`src/rtl/multiplicador_booth.sv`:
```
// Purpose: sequential radix-2 Booth multiplier for signed or unsigned operands, WIDTH+1 extended bits.
// Latency: done and P_out appear WIDTH+1 cycles after the accepting edge; one result every WIDTH+2 cycles.
// Backpressure: start is taken only in IDLE or DONE; start while busy is ignored and never stalls.
module multiplicador_booth #(
  parameter int WIDTH = 4
) (
  input  logic               clk,
  input  logic               rst,
  input  logic               start,
  input  logic               signed_mode,
  input  logic [WIDTH-1:0]   B_in,
  input  logic [WIDTH-1:0]   Q_in,
  output logic               busy,
  output logic               done,
  output logic [2*WIDTH-1:0] P_out
);

  // One extra bit lets a zero-extended unsigned operand be treated as a
  // positive two's-complement value, so both modes share the Booth datapath.
  localparam int E  = WIDTH + 1;
  localparam int CW = $clog2(E + 1);

  typedef enum logic [1:0] {
    IDLE = 2'd0,
    CALC = 2'd1,
    DONE = 2'd2
  } state_t;

  state_t          state;
  logic [E-1:0]    a_reg;
  logic [E-1:0]    b_reg;
  logic [E-1:0]    q_reg;
  logic            qm1;
  logic [CW-1:0]   cnt;

  logic [E-1:0]    b_ext;
  logic [E-1:0]    q_ext;
  logic [E-1:0]    a_sum;
  logic [E-1:0]    a_step;
  logic [E-1:0]    q_step;
  logic            qm1_step;

  // Operand extension: sign bit replicated only in signed mode.
  always_comb begin
    b_ext = {signed_mode & B_in[WIDTH-1], B_in};
    q_ext = {signed_mode & Q_in[WIDTH-1], Q_in};
  end

  // One Booth step: add/subtract on {Q[0], q_-1}, then arithmetic shift of {A, Q, q_-1}.
  always_comb begin
    case ({q_reg[0], qm1})
      2'b10:   a_sum = a_reg - b_reg;
      2'b01:   a_sum = a_reg + b_reg;
      default: a_sum = a_reg;
    endcase
    a_step   = {a_sum[E-1], a_sum[E-1:1]};
    q_step   = {a_sum[0], q_reg[E-1:1]};
    qm1_step = q_reg[0];
  end

  // Control FSM and datapath registers; outputs are registered alongside the state.
  always_ff @(posedge clk) begin
    if (rst) begin
      state <= IDLE;
      a_reg <= '0;
      b_reg <= '0;
      q_reg <= '0;
      qm1   <= 1'b0;
      cnt   <= '0;
      busy  <= 1'b0;
      done  <= 1'b0;
      P_out <= '0;
    end else begin
      case (state)
        IDLE, DONE: begin
          done <= 1'b0;
          if (start) begin
            a_reg <= '0;
            b_reg <= b_ext;
            q_reg <= q_ext;
            qm1   <= 1'b0;
            cnt   <= CW'(E);
            busy  <= 1'b1;
            state <= CALC;
          end else begin
            state <= IDLE;
          end
        end
        CALC: begin
          a_reg <= a_step;
          q_reg <= q_step;
          qm1   <= qm1_step;
          cnt   <= cnt - CW'(1);
          if (cnt == CW'(1)) begin
            // Low 2*WIDTH bits of the 2E-bit product {A, Q}.
            P_out <= {a_step[WIDTH-2:0], q_step};
            busy  <= 1'b0;
            done  <= 1'b1;
            state <= DONE;
          end
        end
        default: begin
          busy  <= 1'b0;
          done  <= 1'b0;
          state <= IDLE;
        end
      endcase
    end
  end

endmodule

```
`config.mk`:
```
export PLATFORM = sky130hd
export DESIGN_NAME = multiplicador_booth
export DESIGN_NICKNAME = d
export VERILOG_FILES = /design/src/rtl/multiplicador_booth.sv
export SDC_FILE = /design/constraint.sdc
export NUM_CORES = 1
export LEC_CHECK = 0
export CAP_MARGIN = 30
export CELL_PAD_IN_SITES_DETAIL_PLACEMENT = 0
export CELL_PAD_IN_SITES_GLOBAL_PLACEMENT = 1
export CORE_AREA = 2 2 61 63
export CTS_BUF_LIST = sky130_fd_sc_hd__clkbuf_8
export DETAILED_ROUTE_END_ITERATION = 8
export DIE_AREA = 0 0 63 65
export PLACE_DENSITY_LB_ADDON = 0.25
export SLEW_MARGIN = 20
export SYNTH_ARGS = -nofsm -noshare
export SYNTH_HDL_FRONTEND = slang
export SYNTH_SLANG_ARGS = --single-unit
```
`constraint.sdc`:
```
create_clock -name clk -period 3.9 [get_ports clk]
set_input_delay 0.39 -clock clk [delete_from_list [all_inputs] [get_ports clk]]
set_output_delay 0.39 -clock clk [all_outputs]
set_load 0.01 [all_outputs]
```
-- Yosys cells after proc, flatten, opt, wreduce, memory -nomap -nowiden
Index checks and enable logic that the tools add are counted.
- equal/unequal tests: 7
- mux-type cells: 15
- bitwise operators: 3
- reductions and logical operators: 8
- add/subtract/negate cells: 3
- operator list (kind ; number):
    5-bit one-hot mux with 2 select lines ; 3
    5-bit 2-to-1 mux ; 2
    2-bit AND reduction ; 4
    3-bit one-hot mux with 2 select lines ; 1
    5-bit adder ; 1
    5-bit subtractor ; 1
    2-bit by 1-bit == test with 1-bit output (second input constant) ; 2
    2-bit == test (second input constant) ; 2
    1-bit 2-to-1 mux ; 4
    2-bit != test (second input constant) ; 2
    1-bit one-hot mux with 2 select lines ; 2
    2-bit one-hot mux with 2 select lines ; 1
    2-bit OR reduction ; 2
    3-bit by 1-bit == test with 1-bit output (second input constant) ; 1
    3-bit 2-to-1 mux ; 1
    3-bit by 1-bit subtractor with 3-bit output (second input constant) ; 1
    1-bit AND ; 2
    2-bit logical NOT ; 1
    2-bit 2-to-1 mux ; 1
    2-bit nonzero test ; 1
    1-bit inverter ; 1
- register bits after elaboration: 31
- output and inout bits: 10
- word-level logic and storage cells: 45
- bits of input ports: 12

-- Depth between registers and ports, before layout
Gate-level depths: netlist of run 1.
- depth after elaboration: 4
- depth in mapped cells: 9
- gate-level depth less buffers: 9

-- Worst setup path before layout of run 1
No wires, ideal clock.
- kind: flip-flop to flip-flop
- start: register b_reg[0]
- end: register a_reg[3]
- slack: 1.739 ns
- setup time: 0.096 ns
- period minus slack after synthesis: 2.161 ns
- cell stages (with the launch flop): 9
- buffers on the path: 0
- required time: 3.804 ns
- arrival: 2.066 ns
- cells stage by stage: dfxtp_1 inv_1 ha_1 mux2_2 fa_1 a21o_1 a21oi_1 xnor3_1 o41ai_2
- cells in the longest elaborated chain, start to end: 3
- elaborated cells on any way between the ends: 4
- classes of those cells: add/sub (2); mux (2)
- RTL lines (what ; line ; RTL):
    from (decl) ; 31 ; logic [E-1:0] b_reg;
    from (signal assigned) ; 79 ; b_reg <= b_ext;
    5-bit adder or 5-bit subtractor (tied branches) ; 53, 52 ;
    5-bit one-hot mux with 2 select lines * ; 51 ; case ({q_reg[0], qm1})
    5-bit one-hot mux with 2 select lines * ; 74 ; case (state)
    to (signal assigned) ; 90 ; a_reg <= a_step;
    to (decl) ; 30 ; logic [E-1:0] a_reg;
Mark *: on every way between the ends. The rest lies on a longest branch, timed or not.
A chain may end at the register's enable or synchronous reset.

-- Final worst setup path of run 1
Ends and elaborated chain as after synthesis.

==> metrics.md, run 1 <==
| Metric | Value |
|---|---|
| Vias in the first global route | `between 1000 and 1500` |
| Worst Path Buf+Inv | `1` |
| WL/cell | `12.5 um` |
| Nets | `212` |
| Hold buffer count at cts | `0` |
| Min-delay worst type | `reg -> reg` |
| Clock buffer depth | `2` |
| Slowest stage delay, CP | `0.43 ns` |
| Std-Cell Rows | `22` |
| Critical path depth | `8` |
| Total global-route track usage | `about 17%` |
| Syn-to-layout area delta | `22.4%` |
| Die Wd | `63 um` |
| Post-synthesis cell type with the largest combined area | `dfxtp_1` |
| Detail Placement HPWL | `2.24 mm` |
| Worst hold stages | `2` |
| Starting Density | `41.5%` |
| Crit path cell chain | `inv_1 -> ha_1 -> mux2_2 -> fa_1 -> a21o_1 -> a21oi_1 -> xnor3_1 -> o41ai_2` |
| Synthesized area per cell | `about 8.5 um2` |
| Mapped Cells | `170` |
| Peak supply drop | `0.198 mV` |
| Die height | `between 60 and 70 um` |
| Crit path kind | `reg -> reg` |
| Synth cell types | `32` |
| Max FFs per register | `8` |
| Worst-Margin Slew | `0.680 ns` |
| Slowest cell on crit path | `fa_1` |
| Final min period | `2.35 ns` |
| CTS root buffer | `clkbuf_8` |
| Setup TNS | `0 ns` |
| DR vias | `about 1200` |
| Worst EP arrival | `2.53 ns` |
| Seq/Total Area, Yosys | `between 40 and 50%` |
| Remaining antenna violation count | `0` |
| Routed wire length | `2.98 mm` |
| Port bufs | `21` |
| Postcts setup bufs | `0` |
| Rel. slew slack | `54.5%` |
| Netlist area before placement | `1450 um2` |
| Remaining Overflow, GRT | `0` |
| Share of layout cells above drive strength 1 | `7.33%` |
| Routed vias/inst | `4.97` |
| Status | `complete, no violations` |
| Remaining DRCs | `0` |
| P per Cell Area | `413 nW/um2` |
| Worst EP required | `between 4 and 5 ns` |
| Seq cells post-synth | `30` |
| I/O pin total | `22` |
| Num Clock Sinks | `30` |
| Largest net degree at the start of global routing | `18` |
| CTS clock-pin slew for the worst setup and hold paths | `0.07 ns` |
| Peak Freq | `between 400 and 500 MHz` |
| Critical Path Fanout Max | `4` |
| Area contributors post-synth | `dfxtp_1, ha_1, nand2_1, a21oi_1, nor2_1` |
| Final setup vio count | `0` |
| Critical path's top delay family | `adder cells` |
| Drt first-iter violations | `30` |
| R2R depth | `8` |
| CTS tree | `built` |
| RSZ-0062 raised after global routing | `false` |
| Die area | `about 4000 um2` |
| Critical path launch point type | `flop` |
| Synthesized Nets | `192` |
| CTS Buf Count | `5` |
| Worst slack, placed | `approximately 1.5 ns` |
| Leak | `0.000716 uW` |
| Tcrit/Tclk final | `60.4%` |
| RD Place Congestion | `0.747` |
| Max-slew violation count | `0` |
| First-pass GRT wire length | `5.32 mm` |
| Max Cap Violations | `0` |
| Post-cts sizing count | `0` |
| Clock Skew | `0.00602 ns` |
| Hold Violations, Final | `0` |
| Final worst slack | `between 1.5 and 2 ns` |
| Yosys Warn Count | `0` |
| Leading cell types in the layout, fill and taps excluded | `dfxtp_1, nand2_1, nor2_1, clkdlybuf4s50_1, a21oi_1` |
| CTS HTree Levels | `2` |
| Drt first pass iters | `4` |
| Antenna diode count | `0` |
| Worst Setup End Kind | `flop` |
| Post-synth top area share | `41.4%` |
| Clock Latency Late Sink | `0.27 ns` |
| Core Area | `around 3500 um2` |
| Initial antenna violation count | `0` |
cells by family after synthesis:
kind of cell,synth area share [%]
AOI/OAI and AO/OA,17.4
xor gates and xnor gates,3.97
adders and majority gates,9.14
buffers and inverters,5.09
DFF,41.4
muxes,3.53
and+or+nand+nor,19.5
through the flow:
| step | util [%] | instance area (um2) | cells | total power, uW | hold WS (ns) |
|---|---|---|---|---|---|
| floorplan | - | 1450 | 170 | 444 | 0.444 |
| CTS | 50.8 | 1780 | 239 | 743 | 0.457 |
| global route | 50.8 | 1780 | 239 | 779 | 0.475 |
| finish | 50.8 | 1780 | 239 | 734 | 0.456 |
| detailed placement | 48.1 | 1680 | 231 | 485 | 0.447 |
| global placement | 48.1 | 1680 | 231 | 482 | 0.444 |
final cells by class:
class                   count  area, um2
fillers                   361       1720
inverters                   7       26.3
repair buffers             22        218
clock inverters             2       12.5
well taps                  48       60.1
flip-flops and latches     30        601
multi-input cells         124        777
clock buffers               6       82.6
path summary, 6_finish.rpt:
check                                      startpoint                    end  slack [ns]
worst min register to register  P_out[2]$_SDFFE_PP0P_  P_out[2]$_SDFFE_PP0P_        0.46
worst min-delay path            P_out[2]$_SDFFE_PP0P_  P_out[2]$_SDFFE_PP0P_        0.46
worst max register to register  b_reg[0]$_SDFFE_PP0P_  a_reg[3]$_SDFFE_PP0P_        1.55
worst max-delay path            b_reg[0]$_SDFFE_PP0P_  a_reg[3]$_SDFFE_PP0P_        1.55
per-layer routing:
layer	track usage [%]	wire (um)
met1	20.0	1430
met2	28.7	1410
met3	4.17	94
met4	6.67	51
met5	0	0
synth_stat cells:
cell / count
nand2b_1: 3
a21o_1: 2
xnor3_1: 1
nor3_1: 3
or3_1: 1
inv_1: 7
a211oi_1: 4
buf_2: 5
a211oi_2: 1
nor2b_1: 1
buf_6: 1
a21oi_2: 1
fa_1: 1
a311oi_1: 3
mux2_2: 1
xor2_1: 2
a22oi_1: 3
o2111ai_1: 1
mux2i_1: 4
a21oi_1: 19
ha_1: 9
clkbuf_1: 3
nand2_1: 30
dfxtp_1: 30
nand3_1: 3
xnor2_1: 2
nor2_4: 1
o21ai_0: 2
o31ai_1: 1
and2b_1: 2
nor2_1: 22
o41ai_2: 1
worst min-delay path: stages, from the launching register on:
cell and delay [ns]:
dfxtp_1 0.31, nand2_1 0.05, a21oi_1 0.05
report_power, final:
part           switching [uW]  total (uW)  internal [uW]
combinational            74.2         137           63.2
clock                     115         256            142
sequential               14.5         340            325
total                     204         734            530
Note: power is estimated with default switching activity, not from simulation.
==> run 2, diff against run 1 <==
--- a/config.mk
+++ b/config.mk
@@ -8,10 +8,10 @@
 export CAP_MARGIN = 30
 export CELL_PAD_IN_SITES_DETAIL_PLACEMENT = 0
 export CELL_PAD_IN_SITES_GLOBAL_PLACEMENT = 1
-export CORE_AREA = 2 2 61 63
+export CORE_AREA = 2 2 66 68
 export CTS_BUF_LIST = sky130_fd_sc_hd__clkbuf_8
 export DETAILED_ROUTE_END_ITERATION = 8
-export DIE_AREA = 0 0 63 65
+export DIE_AREA = 0 0 68 70
 export PLACE_DENSITY_LB_ADDON = 0.25
 export SLEW_MARGIN = 20
 export SYNTH_ARGS = -nofsm -noshare
==> constraint.sdc (replaced) <==
create_clock -name clk -period 2 [get_ports clk]
set_input_delay 0.2 -clock clk [delete_from_list [all_inputs] [get_ports clk]]
set_output_delay 0.2 -clock clk [all_outputs]
set_load 0.01 [all_outputs]
==> metrics.md, run 2 (same netlist as run 1, synthesis figures left out) <==
| Metric | Value |
|---|---|
| Status | `finished with violations` |
| Failing checks | `negative setup slack` |
| Final worst slack | `-0.0401 ns (-1.59 ns)` |
| Hold buffer count at cts | `0 (unchanged)` |
| Critical path's top delay family | `adder cells` |
| CTS root buffer | `clkbuf_8` |
| Remaining DRCs | `0 (unchanged)` |
| Initial antenna violation count | `0 (unchanged)` |
| Final non-filler cell total | `253 (+5.9%)` |
| Syn-to-layout area delta | `35.4%` |
| Share of layout cells above drive strength 1 | `18.4% (+11 points)` |
| Starting Density | `35.0% (-6.5 points)` |
| Remaining Overflow, GRT | `0 (unchanged)` |
| Std-Cell Rows | `24 (+9.1%)` |
| CTS HTree Levels | `2 (unchanged)` |
| Worst EP arrival | `2.23 ns (-0.30 ns)` |
| CTS tree | `built` |
| Inst Count DP | `244 (+5.6%)` |
| Max Cap Violations | `0 (unchanged)` |
| GR peak layer | `met2` |
| Peak supply drop | `0.754 mV (+280%)` |
| FF-to-FF Start | `b_reg[0]$_SDFFE_PP0P_` |
| Largest net degree at the start of global routing | `17 (-1)` |
| Worst Path Buf+Inv | `1 (unchanged)` |
| Antenna diode count | `0 (unchanged)` |
| P per Cell Area | `887 nW/um2 (+110%)` |
| Final min period | `2.04 ns (-0.314 ns)` |
| Tcrit/Tclk final | `102% (+42 points)` |
| Final Util | `47.4% (-3.4 points)` |
| Die area | `4760 um2 (+16%)` |
| Remaining antenna violation count | `0 (unchanged)` |
| Routed vias/inst | `4.79 (-3.6%)` |
| Die Wd | `68 um (+7.9%)` |
| Drt first-iter violations | `36 (+20%)` |
| Hold Crit Start | `P_out[2]$_SDFFE_PP0P_` |
| WL/cell | `12.7 um (+1.9%)` |
| Peak Freq | `490 MHz (+15%)` |
| Routed wire length | `3.22 mm (+7.9%)` |
| Leading cell types in the layout, fill and taps excluded | `nand2_1, dfxtp_1, nor2_1, clkdlybuf4s50_1, a21oi_1` |
| CTS clock-pin slew for the worst setup and hold paths | `0.07 ns (about the same)` |
| M3 GR Usage | `4.83% (+0.66 points)` |
| Vias in the first global route | `1178 (-0.085%)` |
| First-pass GRT wire length | `5.60 mm (+5.3%)` |
| Filler instances | `407 (+13%)` |
| DR vias | `1212 (+2.0%)` |
| Rel. slew slack | `71.8% (+17 points)` |
| Met2 GRT Util | `23.3% (-5.4 points)` |
| Worst slack, placed | `-0.0872 ns (-1.63 ns)` |
| Worst-Margin Slew | `0.422 ns (-0.257 ns)` |
| Clock Skew | `0.00809 ns (+0.00207 ns)` |
| Critical path launch point type | `flop` |
| Crit path kind | `reg -> reg` |
| Max-slew violation count | `0 (unchanged)` |
| Slowest cell on crit path | `fa_2` |
| Crit path cell chain | `inv_2 -> ha_4 -> mux2_4 -> fa_2 -> a21o_1 -> a21oi_2 -> xnor3_1 -> o41ai_2` |
| Most common cell after layout, fill and taps aside | `nand2_1` |
| I/O pin total | `22 (unchanged)` |
| Clock buffer depth | `2 (unchanged)` |
| Final setup vio count | `1 (+1)` |
| Num Clock Sinks | `30 (unchanged)` |
| Crit path from | `b_reg[0]$_SDFFE_PP0P_` |
| Worst EP required | `2.19 ns (-1.89 ns)` |
| Nets | `222 (+4.7%)` |
| CTS Buf Count | `5 (unchanged)` |
| Detail Placement HPWL | `2.39 mm (+6.5%)` |
| RSZ-0062 raised after global routing | `true` |
| Drt first pass iters | `4 (unchanged)` |
| Clock Latency Late Sink | `0.28 ns (about the same)` |
| Core Area | `4140 um2 (+19%)` |
| Port bufs | `21 (unchanged)` |
| Max FFs per register | `8 (unchanged)` |
| Critical Path Fanout Max | `2 (-2)` |
| Hold Violations, Final | `0 (unchanged)` |
| Overall power | `1740 uW (+140%)` |
| Slowest stage delay, CP | `0.35 ns (-0.08 ns)` |
| Worst Setup End Kind | `flop` |
| Total global-route track usage | `15.7% (-1.0 points)` |
| Die height | `70 um (+7.7%)` |
| Min-delay worst type | `reg -> reg` |
| Setup TNS | `-0.0401 ns (-0.0401 ns)` |
| Met1 Usage GRT | `21.4% (+1.4 points)` |
| Leak | `0.000791 uW (+11%)` |
| RD Place Congestion | `0.878 (+17%)` |
## run 2: cell type report
type	instances	area, um2	share of cell area, %
Multi-Input combinational cell	124	835	42.5
Inverter	7	26.3	1.34
Tap cell	52	65.1	3.31
Sequential cell	30	604	30.7
Clock inverter	2	60.1	3.06
Clock buffer	6	82.6	4.20
Timing Repair Buffer	32	293	14.9
## run 2: timing repair
item	in CTS	in global routing
setup buffers	0	1
endpoints found under the hold margin	0	0
pin swaps	4	4
resized for setup	8	3
endpoints found under the setup margin	3	4
## run 2: final timing paths
kind         slack [ns]               endpoint  depth (start not counted)
max               -0.04  a_reg[3]$_SDFFE_PP0P_                          8
min                0.46  P_out[2]$_SDFFE_PP0P_                          2
max reg2reg       -0.04  a_reg[3]$_SDFFE_PP0P_                          8
min reg2reg        0.46  P_out[2]$_SDFFE_PP0P_                          2
## run 2: per-stage QoR
step	hold WS (ns)	area, um2
3_5_place_dp	0.448	1770
6_report	0.459	1970
5_1_grt	0.477	1970
2_1_floorplan	0.300	1460
4_1_cts	0.455	1950
3_3_place_gp	0.443	1770
## run 2: worst register-to-register path, stage by stage (launching register included)
cell and delay, ns:
dfxtp_2 0.33, inv_2 0.04, ha_4 0.22, mux2_4 0.29
fa_2 0.35, a21o_1 0.17, a21oi_2 0.13, xnor3_1 0.23
o41ai_2 0.19
## run 2: power breakdown
group | internal [uW] | switching, uW | leakage [uW]
clock network | 531 | 235 | 0.0000714
logic | 154 | 160 | 0.000474
registers | 635 | 27.5 | 0.000246
total | 1320 | 423 | 0.000791
## run 2: per-layer routing
| metal | wire length (um) | vias to the layer above |
|---|---|---|
| li1 | - | 635 |
| met1 | 1560 | 549 |
| met2 | 1460 | 23 |
| met3 | 150 | 5 |
| met4 | 46 | 0 |
| met5 | 0 | - |
